==> config.mk <==
export PLATFORM = sky130hd
export DESIGN_NAME = seq_led_pattern
export DESIGN_NICKNAME = d
export VERILOG_FILES = /design/src/rtl/seq_led_pattern.sv
export SDC_FILE = /design/constraint.sdc
export NUM_CORES = 1
export LEC_CHECK = 0
export ABC_AREA = 1
export CORE_MARGIN = 2
export CORE_UTILIZATION = 33
export DETAILED_ROUTE_END_ITERATION = 10
export GPL_TIMING_DRIVEN = 0
export PLACE_DENSITY_LB_ADDON = 0.05
export SYNTH_ARGS = -nofsm -noshare
export SYNTH_HDL_FRONTEND = slang
export SYNTH_SLANG_ARGS = --single-unit
==> constraint.sdc <==
create_clock -name i_clk -period 2.13 [get_ports i_clk]
set_input_delay 0.3195 -clock i_clk [delete_from_list [all_inputs] [get_ports i_clk]]
set_output_delay 0.3195 -clock i_clk [all_outputs]
set_load 0.02 [all_outputs]
==> src/rtl/seq_led_pattern.sv <==
// Parametrised LED pattern sequencer: chase, bounce, fill or blink-all,
// stepped by a prescaler with 4-level speed select and optional active-low outputs.
module seq_led_pattern #(
  parameter int NUM_LEDS    = 5,
  parameter int STEP_CYCLES = 12500000,
  parameter bit ACTIVE_LOW  = 1'b0,
  localparam int POS_W      = $clog2(NUM_LEDS+1)
) (
  input  logic                i_clk,
  input  logic                i_rst_n,
  input  logic                i_enable,
  input  logic [1:0]          i_mode,
  input  logic [1:0]          i_speed,
  output logic [NUM_LEDS-1:0] o_led,
  output logic                o_step,
  output logic [POS_W-1:0]    o_pos
);

  localparam int                  CNT_W = $clog2(STEP_CYCLES+1);
  localparam logic [CNT_W-1:0]    STEP  = CNT_W'(STEP_CYCLES);
  localparam logic [CNT_W-1:0]    CONE  = CNT_W'(1);
  localparam logic [POS_W-1:0]    ONE   = POS_W'(1);
  localparam logic [POS_W-1:0]    LAST  = POS_W'(NUM_LEDS-1);
  localparam logic [POS_W-1:0]    FULL  = POS_W'(NUM_LEDS);
  localparam logic [NUM_LEDS-1:0] INV   = {NUM_LEDS{ACTIVE_LOW}};

  typedef enum logic [1:0] {CHASE = 2'd0, BOUNCE = 2'd1, FILL = 2'd2, BLINK = 2'd3} mode_e;

  logic [CNT_W-1:0]    cnt, lim_m1;
  logic                tick;
  mode_e               mode_r, m;
  logic [POS_W-1:0]    pos, p, pos_nxt;
  logic                dir, d, dir_nxt;   // 1 = counting up
  logic [NUM_LEDS-1:0] pat;

  // >= rather than == so lowering the limit below cnt ticks immediately
  always_comb begin
    lim_m1 = (STEP >> i_speed) - CONE;
    tick   = i_enable && (cnt >= lim_m1);
  end

  always_comb begin
    m       = mode_e'(i_mode);
    p       = (m != mode_r) ? '0 : pos;
    d       = (m != mode_r) ? 1'b1 : dir;
    pat     = '0;
    pos_nxt = '0;
    dir_nxt = 1'b1;
    case (m)
      CHASE: begin
        for (int i = 0; i < NUM_LEDS; i++) pat[i] = (POS_W'(i) == p);
        pos_nxt = (p == LAST) ? '0 : p + ONE;
      end
      BOUNCE: begin
        for (int i = 0; i < NUM_LEDS; i++) pat[i] = (POS_W'(i) == p);
        if (d) begin
          if (p == LAST) begin pos_nxt = LAST - ONE; dir_nxt = 1'b0; end
          else           begin pos_nxt = p + ONE;    dir_nxt = 1'b1; end
        end else begin
          if (p == '0)   begin pos_nxt = ONE;        dir_nxt = 1'b1; end
          else           begin pos_nxt = p - ONE;    dir_nxt = 1'b0; end
        end
      end
      FILL: begin
        for (int i = 0; i < NUM_LEDS; i++) pat[i] = (POS_W'(i) < p);
        pos_nxt = (p == FULL) ? '0 : p + ONE;
      end
      default: begin
        pat     = p[0] ? '0 : '1;
        pos_nxt = {{(POS_W-1){1'b0}}, ~p[0]};
      end
    endcase
  end

  always_ff @(posedge i_clk or negedge i_rst_n) begin
    if (!i_rst_n) begin
      cnt    <= '0;
      pos    <= '0;
      dir    <= 1'b1;
      mode_r <= CHASE;
      o_led  <= INV;
      o_step <= 1'b0;
      o_pos  <= '0;
    end else begin
      if (i_enable) cnt <= tick ? '0 : cnt + CONE;
      if (tick) begin
        o_led  <= pat ^ INV;
        o_pos  <= p;
        o_step <= 1'b1;
        mode_r <= m;
        pos    <= pos_nxt;
        dir    <= dir_nxt;
      end else begin
        o_step <= 1'b0;
      end
    end
  end

endmodule
==> metrics <==
status=complete, no violations; Max clock buf depth=2; Slew @ Worst Pin=0.517 ns; Reg area=981 µm²; IO Pins=16; largest cells by area after synthesis=dfrtp_1 31%, nand2_1 15%, ha_1 11%, nand3_1 8.2%, inv_1 6.8%; critical setup path kind=flip-flop to flip-flop; Worst Hold Depth=3; max_slew headroom=0.655; FF-to-FF End=cnt[7]; Starting Density=0.336; worst hold start=i_mode[1]; Layout Nets=500; Layout Cell Area excl Fill=0.00371 mm²; H-tree levels=2; CTS Buf Count=5; largest area contributor in the netlist=dfrtp_1; max_cap viols=0; ys async rst share=1.00; GPL Wtd Cong=0.844; Via density=4.74; Max VDD drop=0.319 mV; dpl hpwl=5.80 mm; CP arrival=2.18 ns; Mapped Cells=427; commonest cells in the netlist=124 x nand2_1, 55 x inv_1, 50 x nand3_1, 38 x dfrtp_1, 31 x nor2_1; Power Total=2.81 mW; slack of the worst reg-to-reg path=0.14 ns; area post-placement=0.00334 mm²; Final setup viols=0; Crit. End Element=flip-flop; drt pass-1 iters=4; routed len/inst=13.3 µm; Post-DRT Antenna Nets=0; Die ar.=0.0100 mm²; largest fanout on the critical path=6; yosys warns=0; Core Rows=35; final number of max-transition violations=0; Post-Syn Area=0.00306 mm²; # diodes=0; hold endpoint=mode_r[1]; top-count cell post-synth=nand2_1; overall routing resource usage=0.161; minimum clock period after layout=1.99 ns; Seq/Total Area, Yosys=0.320; global-route wire length before repair=12.8 mm; GR Overflow Total=0; vias in the first global route=2671; Final period util=0.935; Netlist cell types=32; antenna violations before repair=0; FF-to-FF path depth=11; Routed WL=7.67 mm; die height=100 µm; top cell type's share of synthesized area=0.311; reg2reg start=cnt[22]; Root Driver=clkbuf_8; via count=2729; Post-synth EDFFs=0; Sum Neg Setup Slack=0 ns; Final Hold Viols=0; slowest CP cell=dfrtp_2; Post-synth top flop=dfrtp_1; clock slew at reported path FFs=0.08 ns; clk_skew=0.0138 ns; Hold Path Class=input pin to flip-flop; core footprint=0.00911 mm²; Critical Path Most Common Cell=nor2_2; clock sink count=39; critical path launch point type=flip-flop; CP Cell Sequence=ha_1 > nand2_1 > nor2_2 > nand3_2 > nor2_4 > inv_1 > nor2_2 > nor2_4 > nor2_8 > clkbuf_16 > nor2_2; Max Freq=0.502 GHz; area grow syn2layout=21.3%; DRT iter0 DRCs=88; largest net degree at the start of global routing=36; Port Buffers=13; Die W=100 µm; layout cell share with drive strength beyond 1=0.196; crit-path max cell delay=0.44 ns; Req. time, crit path=2.32 ns; final core occ=0.407; Synth Area per Inst=7.16 µm²; Yosys reg bits=39; Pleak=1.88 nW; Clk Latency, worst-skew pair=0.29 ns; multi-input logic area=0.00189 mm²; PwrDens=759 mW/mm²; CTS tree=yes; # fillers=971; Post-route DRC=0
## through the flow
stage | setup slack [ns] | std cells | hold WS, ns
after CTS | 0.0138 | 567 | 0.339
after floorplan | 0.0234 | 428 | 0.0239
after global placement | -0.960 | 552 | 0.458
final | 0.139 | 576 | 0.352
after detailed placement | -0.956 | 553 | 0.158
after global routing | -0.0119 | 576 | 0.375
## worst max path at each step
stage                     from  depth (start not counted)  endpoint
floorplan           i_speed[1]                         14    cnt[5]
global placement    i_speed[0]                         14  o_pos[0]
detailed placement  i_speed[0]                         14  o_pos[0]
CTS                 i_speed[0]                         15    cnt[2]
global route           cnt[11]                         11  o_pos[0]
finish                 cnt[22]                         11    cnt[7]
## placed cells by master, fill, tap and decap left out, drive strengths merged
master | netlist | routed
nor2 | 59 | 59
clkinv | 0 | 1
clkbuf | 1 | 9
dfstp | 1 | 1
buf | 8 | 25
nor3 | 5 | 5
xnor2 | 3 | 3
nand3b | 2 | 2
nand3 | 54 | 54
conb | 2 | 3
nand2 | 126 | 126
inv | 59 | 59
o22ai | 1 | 1
a21oi | 5 | 5
o211ai | 1 | 1
a22oi | 1 | 1
nand4 | 10 | 10
dfrtp | 38 | 38
dlygate4sd3 | 0 | 1
dlygate4sd1 | 1 | 1
ha | 28 | 28
nor4 | 2 | 2
xor2 | 8 | 8
o21ai | 12 | 12
clkdlybuf4s50 | 0 | 10
## worst max-delay path, delay by kind of cell (launching register included)
family	cells	cell delay (ns)
AND/OR/NAND/NOR	8	0.88
flip-flops	1	0.44
adder cells (fa/ha/maj)	1	0.30
buffers and inverters	2	0.25
## registers in the layout, indices dropped and copies added, names as in the netlist
name	cells
cnt	24
o_pos	3
pos	3
dir	1
o_led	5
mode_r	2
o_step	1
## power by group
| group | total (mW) | switching [mW] | internal, mW |
|---|---|---|---|
| sequential | 1.11 | 0.175 | 0.931 |
| clock | 0.520 | 0.265 | 0.255 |
| combinational | 1.19 | 0.669 | 0.519 |
| total | 2.81 | 1.11 | 1.70 |
## what timing repair did
item                       CTS  global route
cloned                       0             1
hold buffers                 1             0
setup buffers                6             8
pin swaps                    3             7
hold endpoints to repair     3             0
resized for setup           13            29
setup endpoints to repair   39            37
## kinds of logic (layout without fill, tap and decap cells)
group / Yosys count / after routing / share of synthesized area
simple gates: 258 / 258 / 0.395
buf+inv: 69 / 106 / 0.102
flops: 39 / 39 / 0.320
xor+xnor: 11 / 11 / 0.0315
fa+ha+maj: 28 / 28 / 0.115
other cells: 2 / 3 / 0.00246
compound gates: 20 / 20 / 0.0348
## layer usage
metal / global-route usage / up-vias / part of all wire
met3: 0.0223 / 12 / 0.022
met4: 0.0495 / 0 / 0.019
met1: 0.194 / 1255 / 0.45
met2: 0.295 / 40 / 0.51
met5: 0 / - / 0
li1: - / 1422 / -
## layout make-up
| class | instances | area share |
|---|---|---|
| Timing Repair Buffer | 30 | 0.0769 |
| Clock inverter | 1 | 0.00135 |
| Multi-Input combinational cell | 320 | 0.510 |
| Tap cell | 111 | 0.0374 |
| Inverter | 59 | 0.0604 |
| Clock buffer | 6 | 0.0223 |
| Sequential cell | 39 | 0.265 |
| Buffer | 10 | 0.0273 |
(Power assumes the default switching activity.)
